**src/rtl/uart_rx_fifo_pkg.sv**
```systemverilog
// Shared constants for the uart receive FIFO: MMIO addresses and status bit layout.
package uart_rx_fifo_pkg;

    localparam logic [15:0] MMIO_DATA_ADDR   = 16'h0001;
    localparam logic [15:0] MMIO_STATUS_ADDR = 16'h0002;

    localparam int unsigned STATUS_W = 16;
    localparam int unsigned ST_AVAIL = 0;
    localparam int unsigned ST_TXRDY = 1;
    localparam int unsigned ST_OVF   = 3;
    localparam int unsigned ST_FULL  = 4;

endpackage

```
**src/rtl/uart_rx_fifo_edge_det.sv**
```systemverilog
// Registers a level and reports its rising and falling edges in the current cycle.
module uart_rx_fifo_edge_det (
    input  logic clki,
    input  logic rst_in,
    input  logic d,
    output logic rise_c,
    output logic fall_c
);

    logic level_q;
    logic level_d;

    assign level_d = d;

    always_ff @(posedge clki or negedge rst_in) begin
        if (!rst_in) begin
            level_q <= 1'b0;
        end else begin
            level_q <= level_d;
        end
    end

    assign rise_c = d & ~level_q;
    assign fall_c = ~d & level_q;

endmodule

```
**src/rtl/uart_rx_fifo.sv**
```systemverilog
// Circular receive FIFO between the uart and the CPU MMIO decode; pushes on rx_new rise,
// pops on the falling edge of the bus read strobe so rd_data holds for the whole CPU read.
module uart_rx_fifo
    import uart_rx_fifo_pkg::*;
#(
    parameter int unsigned DEPTH = 16,
    parameter int unsigned AW    = 4
) (
    input  logic                clki,
    input  logic                rst_in,
    input  logic [7:0]          rx_data,
    input  logic                rx_new,
    output logic                uart_read,
    input  logic                bus_rd,
    input  logic                bus_wr,
    input  logic [15:0]         bus_wdata,
    output logic [7:0]          rd_data,
    output logic [STATUS_W-1:0] status,
    output logic [AW:0]         count
);

    localparam logic [AW:0] CNT_FULL = (AW+1)'(DEPTH);

    logic rx_rise_c;
    logic bus_rd_fall_c;
    logic bus_wr_fall_c;
    logic unused_rx_fall;
    logic unused_rd_rise;
    logic unused_wr_rise;
    logic [14:0] unused_wdata;

    assign unused_wdata = bus_wdata[15:1];

    uart_rx_fifo_edge_det u_rx_edge (
        .clki   (clki),
        .rst_in (rst_in),
        .d      (rx_new),
        .rise_c (rx_rise_c),
        .fall_c (unused_rx_fall)
    );

    uart_rx_fifo_edge_det u_rd_edge (
        .clki   (clki),
        .rst_in (rst_in),
        .d      (bus_rd),
        .rise_c (unused_rd_rise),
        .fall_c (bus_rd_fall_c)
    );

    uart_rx_fifo_edge_det u_wr_edge (
        .clki   (clki),
        .rst_in (rst_in),
        .d      (bus_wr),
        .rise_c (unused_wr_rise),
        .fall_c (bus_wr_fall_c)
    );

    logic [7:0]    mem_q [DEPTH];
    logic [AW-1:0] wr_ptr_q, wr_ptr_d;
    logic [AW-1:0] rd_ptr_q, rd_ptr_d;
    logic [AW:0]   count_q, count_d;
    logic          ovf_q, ovf_d;
    logic          clr_pend_q, clr_pend_d;
    logic          uart_read_q, uart_read_d;
    logic          push_c, pop_c;

    // A pop is resolved before the push, so a full FIFO can accept a byte in the same cycle.
    always_comb begin
        pop_c       = 1'b0;
        push_c      = 1'b0;
        wr_ptr_d    = wr_ptr_q;
        rd_ptr_d    = rd_ptr_q;
        count_d     = count_q;
        ovf_d       = ovf_q;
        clr_pend_d  = clr_pend_q;
        uart_read_d = rx_rise_c;

        pop_c  = bus_rd_fall_c && (count_q != '0);
        push_c = rx_rise_c && ((count_q != CNT_FULL) || pop_c);

        if (push_c) begin
            wr_ptr_d = wr_ptr_q + AW'(1);
        end
        if (pop_c) begin
            rd_ptr_d = rd_ptr_q + AW'(1);
        end
        if (push_c && !pop_c) begin
            count_d = count_q + (AW+1)'(1);
        end else if (pop_c && !push_c) begin
            count_d = count_q - (AW+1)'(1);
        end

        // Clear request is sampled while the write strobe is high and acted on at its fall.
        if (bus_wr) begin
            clr_pend_d = bus_wdata[0];
        end
        if (rx_rise_c && !push_c) begin
            ovf_d = 1'b1;
        end else if (bus_wr_fall_c && clr_pend_q) begin
            ovf_d = 1'b0;
        end
    end

    always_ff @(posedge clki or negedge rst_in) begin
        if (!rst_in) begin
            wr_ptr_q    <= '0;
            rd_ptr_q    <= '0;
            count_q     <= '0;
            ovf_q       <= 1'b0;
            clr_pend_q  <= 1'b0;
            uart_read_q <= 1'b0;
        end else begin
            wr_ptr_q    <= wr_ptr_d;
            rd_ptr_q    <= rd_ptr_d;
            count_q     <= count_d;
            ovf_q       <= ovf_d;
            clr_pend_q  <= clr_pend_d;
            uart_read_q <= uart_read_d;
        end
    end

    always_ff @(posedge clki) begin
        if (push_c) begin
            mem_q[wr_ptr_q] <= rx_data;
        end
    end

    always_comb begin
        status           = '0;
        status[ST_AVAIL] = (count_q != '0);
        status[ST_TXRDY] = 1'b0;
        status[ST_OVF]   = ovf_q;
        status[ST_FULL]  = (count_q == CNT_FULL);
    end

    assign rd_data   = (count_q != '0) ? mem_q[rd_ptr_q] : 8'h00;
    assign count     = count_q;
    assign uart_read = uart_read_q;

endmodule

```
**config.mk**
```make
export PLATFORM = sky130hd
export DESIGN_NAME = uart_rx_fifo
export DESIGN_NICKNAME = d
export VERILOG_FILES = /design/src/rtl/uart_rx_fifo_pkg.sv /design/src/rtl/uart_rx_fifo_edge_det.sv /design/src/rtl/uart_rx_fifo.sv
export SDC_FILE = /design/constraint.sdc
export NUM_CORES = 1
export LEC_CHECK = 0
export ABC_AREA = 1
export CAP_MARGIN = 20
export CORE_MARGIN = 1
export CORE_UTILIZATION = 55
export DETAILED_ROUTE_END_ITERATION = 12
export PLACE_DENSITY = 0.82
export SLEW_MARGIN = 20
export SYNTH_ARGS = -nofsm -noshare
export SYNTH_HDL_FRONTEND = slang
export SYNTH_HIERARCHICAL = 1
export SYNTH_SLANG_ARGS = --single-unit
```
**constraint.sdc**
```tcl
create_clock -name clki -period 2.9 [get_ports clki]
set_input_delay 0.725 -clock clki [delete_from_list [all_inputs] [get_ports clki]]
set_output_delay 0.725 -clock clki [all_outputs]
set_load 0.01 [all_outputs]
```
Yosys cells after proc, flatten, opt, wreduce, memory -nomap -nowiden --
Memory sizes are Yosys's and may differ from the RTL's. Cells that the tools add are included.
Storage, ports and cells: RAM bits 128, input port bits 29, memories 1, memory bits (read-only) 0, logic and storage cells 41, register bits after elaboration 19, output and inout bits 30, bits in latches 0
Cells by class: eq/ne operators 2, divide/modulo/power cells 0, $lt $le $gt $ge 0, reductions and logical operators 12, multiply operators 0, add/sub/neg operators 4, bitwise operators 6, shift operators 0, mux-type cells 7
Memory list:
- mem_q | words 16, width 8, rd ports 1, clocked after memory_dff 0, write ports 1, RTL line uart_rx_fifo.sv:58 | logic [7:0] mem_q [DEPTH];
Operators by type and width (number):
- 5-bit two-way mux | 2
- 4-bit by 1-bit adder with 4-bit output (second input constant) | 2
- 8-bit two-way mux | 1
- 1-bit logical AND | 6
- 5-bit by 1-bit adder with 5-bit output (second input constant) | 1
- 5-bit equality test (second input constant) | 1
- 5-bit != test (second input constant) | 1
- 5-bit nonzero test | 1
- 5-bit by 1-bit subtractor with 5-bit output (second input constant) | 1
- 1-bit two-way mux | 4
- 2-bit nonzero test | 2
- 1-bit bitwise AND | 3
- 1-bit inverter | 3
- 1-bit zero test | 2
- 1-bit logical OR | 1

Logic depth before layout (Yosys ltp) --
depth after elaboration 9, depth in mapped cells 14, gate-level depth less buffers 14

Modules after synthesis --
The synthesis kept the hierarchy.
Modules (own cells, without submodules):
- uart_rx_fifo | area each 6206.0 um^2, cells each 551, times used 1, sequential area each 4244.1 um^2
- uart_rx_fifo_edge_det | area each 40.0 um^2, cells each 5, times used 3, sequential area each 25.0 um^2

Worst setup path after synthesis --
No wires, ideal clock.
path type in2reg, start point input port bus_rd, end point register count_q[4], in the netlist count[4], arrival time 2526 ps, buffers on the path 1, cell stages on the path 13, path slack 308 ps, required time 2835 ps, path through nor2_1 -> nor3_1 -> nor2_1 -> buf_4 -> ha_1 -> inv_1 -> fa_1 -> nand2_1 -> nand2_1 -> a21oi_1 -> xor2_1 -> nand2_1 -> nand2_1
Between the ends: cells in the longest elaborated chain, start to end 8, elaborated cells on any way between the ends 11
RTL lines:
- start, declared | RTL line uart_rx_fifo.sv:14 | input logic bus_rd,
- 1-bit inverter (*) | RTL line uart_rx_fifo_edge_det.sv:24 | assign fall_c = ~d & level_q;
- 1-bit bitwise AND (*) | RTL line uart_rx_fifo_edge_det.sv:24
- 1-bit logical AND (*) | RTL line uart_rx_fifo.sv:78 | pop_c = bus_rd_fall_c && (count_q != '0);
- 1-bit logical OR (*) | RTL line uart_rx_fifo.sv:79 | push_c = rx_rise_c && ((count_q != CNT_FULL) || pop_c);
- 1-bit logical AND (*) | RTL line uart_rx_fifo.sv:79
- via push_c | RTL line uart_rx_fifo.sv:65 | logic push_c, pop_c;
- 1-bit zero test | RTL line uart_rx_fifo.sv:89 | end else if (pop_c && !push_c) begin
- 1-bit logical AND | RTL line uart_rx_fifo.sv:89
- 2-bit nonzero test (no line)
- end signal, assigned | RTL line uart_rx_fifo.sv:115 | count_q <= count_d;
- end, declared | RTL line uart_rx_fifo.sv:61 | logic [AW:0] count_q, count_d;
The timed path passes the listed nets; every way through them passes the cells marked *. A chain may end at the register's enable or synchronous reset.

Final worst setup path --
start point register rd_ptr_q[0], end point output port rd_data[2]
Between the ends: cells in the longest elaborated chain, start to end 2
RTL lines:
- start, declared | RTL line uart_rx_fifo.sv:60 | logic [AW-1:0] rd_ptr_q, rd_ptr_d;
- start signal, assigned | RTL line uart_rx_fifo.sv:114 | rd_ptr_q <= rd_ptr_d;
- memory 16 x 8 bit
- 8-bit two-way mux | RTL line uart_rx_fifo.sv:136 | assign rd_data = (count_q != '0) ? mem_q[rd_ptr_q] : 8'h00;
- end, declared | RTL line uart_rx_fifo.sv:17 | output logic [7:0] rd_data,
Every way passes these cells.

==> results.tsv <==
stage	metric	value	unit
detailed_routing	Remaining DRCs	0	
clocking	Clk Latency, worst-skew pair	0.42	ns
die	Die Height	109.1	um
sta	Worst-Margin Slew	0.8403	ns
sta	Final Hold Fails	0	
sta	fmax	350.6	MHz
clocking	clock slew at reported path FFs	0.06	ns
sta	Slew HR	43.81	%
die	die width	109.1	um
sta	clock skew	0.009244	ns
placement	# port buffers	30	
global_routing	first-pass GRT wire length	23420	um
detailed_routing	antenna-violating nets left	0	
cells_and_area	Final Instance Area	0.007487	mm2
die	Initial Util	57.39	%
detailed_routing	drt initial violations	542	
cells_and_area	area grow syn2layout	18.78	%
clocking	Max Root-Sink Buffers	2	
clocking	clk root buf	clkbuf_16	
worst_setup_path	slowest cell on the critical path	dfrtp_2	
worst_setup_path	Startpoint Class	flip-flop	
worst_setup_path	Buf/Inv on CP	4	
sta	Final setup viols	0	
detailed_routing	1st-pass router iterations	5	
synthesis	Avg Inst Size Synth	11.26	um2
detailed_routing	Routed WL	15420	um
cells_and_area	most frequent cells in the layout	nand2_1 (190), edfxtp_1 (128), nand3_1 (103), buf_4 (30), nor2_1 (25)	
global_routing	initial antenna violation count	0	
worst_setup_path	critical path type	reg2out	
synthesis	Yosys Warn Count	6	
worst_setup_path	CP required	2.17	ns
worst_setup_path	delay-heaviest family, CP	buffers and inverters	
placement	placed cell areas	0.006820	mm2
worst_setup_path	critical path's most frequent cell	nand2_1	
worst_setup_path	critical-path cell list	clkinv_4, buf_4, buf_12, nand2_1, nand3_1, nand3_1, nand2_1, nand2_1, a21oi_1, clkdlybuf4s15_1	
sta	hold slack	0.5141	ns
power	PwrDens	1023	mW/mm2
cells_and_area	fin util	68.17	%
worst_setup_path	Critical Path Fanout Max	15	
cells_and_area	share of layout cells above drive strength 1	12.54	%
placement	GP Congestion	0.8208	
worst_setup_path	Critical Path Sink Type	output port	
detailed_routing	via count	4493	
clocking	CTS tree	built	
cells_and_area	Final nets	656	
clocking	htree depth	4	
sta	Final min period	2.852	ns
clocking	clk sinks	147	
sta	RSZ-0062 raised after global routing	yes	
sta	setup ws final	0.04775	ns
detailed_routing	Avg WL per Cell	20.02	um
die	Site Rows	38	
detailed_routing	vias per inst	5.835	
cells_and_area	Antenna diodes	0	
cells_and_area	commonest non-fill, non-tap cell in the layout	nand2_1	
global_routing	Overall Global Routing Usage	28.05	%
global_routing	gr ovfl total	0	
die	# IOs	59	
worst_setup_path	critical path's largest stage delay	0.46	ns
power	peak supply drop	0.4993	mV
die	Die Area	0.01189	mm2
placement	DP HPWL	8789	um
die	Core Region	0.01098	mm2
placement	pre-CTS setup slack	-0.04595	ns
synthesis	Netlist Area Pre-Place	0.006304	mm2
sta	Final Cycle Share	98.35	%
worst_setup_path	WP data arrival	2.13	ns
clocking	CTS Buf Count	17	
run	maxcap violations	0	
global_routing	number of global-route vias before repair	4414	
synthesis	Synth Instances	560	
power	P_leak	2.970	nW
status	status	finished, final reports clean	
global_routing	pin count of the biggest net entering global routing	54	
sta	Setup TNS Final	0	ns
worst_hold_path	Worst Hold Class	reg2reg	
sta	Slew Limit Fails	0	
-- where the power goes --
part	switching [mW]	internal [mW]
Clock	0.805	1.33
Combinational	1.78	1.09
Sequential	0.164	2.49
Total	2.75	4.91
-- repair_timing --
action / 4_1_cts / 5_1_grt
pin swaps: 0 / 1
hold buffers: 0 / 0
setup buffers: 0 / 2
setup endpoints to repair: 9 / 7
gates cloned: 2 / 1
gates resized for setup: 15 / 15
-- path summary, 6_finish.rpt --
check / depth (start not counted) / from / endpoint / slack (ns)
worst max register to register: 14 / count[1] / count[4] / 0.15
worst min-delay path: 1 / clr_pend_q / clr_pend_q / 0.51
worst max-delay path: 10 / rd_ptr_q[0] / rd_data[2] / 0.05
worst min register to register: 1 / clr_pend_q / clr_pend_q / 0.51
max in group asynchronous: 2 / rst_in / rd_ptr_q[0] / 2.01
min in group asynchronous: 2 / rst_in / u_rd_edge/level_q / 0.65
-- stage by stage --
stage,power (mW),std cells
2_1_floorplan,4.358,572
3_3_place_gp,5.167,733
3_5_place_dp,5.295,733
4_1_cts,7.538,767
5_1_grt,8.022,770
6_report,7.656,770
-- area by class of cell --
type | count | area (um2)
sequential | 147 | 4320
fill | 701 | 3496
multi-input combinational | 368 | 1703
timing repair buffer | 66 | 645.6
clock buffer | 18 | 429.2
tap | 140 | 175.2
clock inverter | 14 | 143.9
inverter | 17 | 70.07
-- state kept, by name (all words and copies together) (netlist names) --
name               cells
mem_q                128
count                  5
rd_ptr_q               4
wr_ptr_q               4
clr_pend_q             1
ovf_q                  1
u_rd_edge/level_q      1
u_rx_edge/level_q      1
u_wr_edge/level_q      1
uart_read              1
-- worst register-to-register path: stages, from the launching register on --
cell	delay (ns)
dfrtp_1	0.44
nor2_1	0.14
nand2_1	0.15
nor2_4	0.32
inv_2	0.12
nand2_4	0.11
ha_1	0.19
inv_1	0.14
fa_1	0.43
nand2_1	0.13
nand2_1	0.07
a21oi_1	0.17
xor2_1	0.16
nand2_1	0.06
nand2_1	0.05
-- per-layer routing --
metal | track usage (%) | up-vias | share of wire [%]
li1 | - | 2003 | -
met1 | 35.86 | 2141 | 37
met2 | 44.07 | 306 | 49
met3 | 6.874 | 43 | 9.9
met4 | 15.54 | 0 | 3.4
met5 | 0 | - | 0
(Power assumes the default switching activity.)
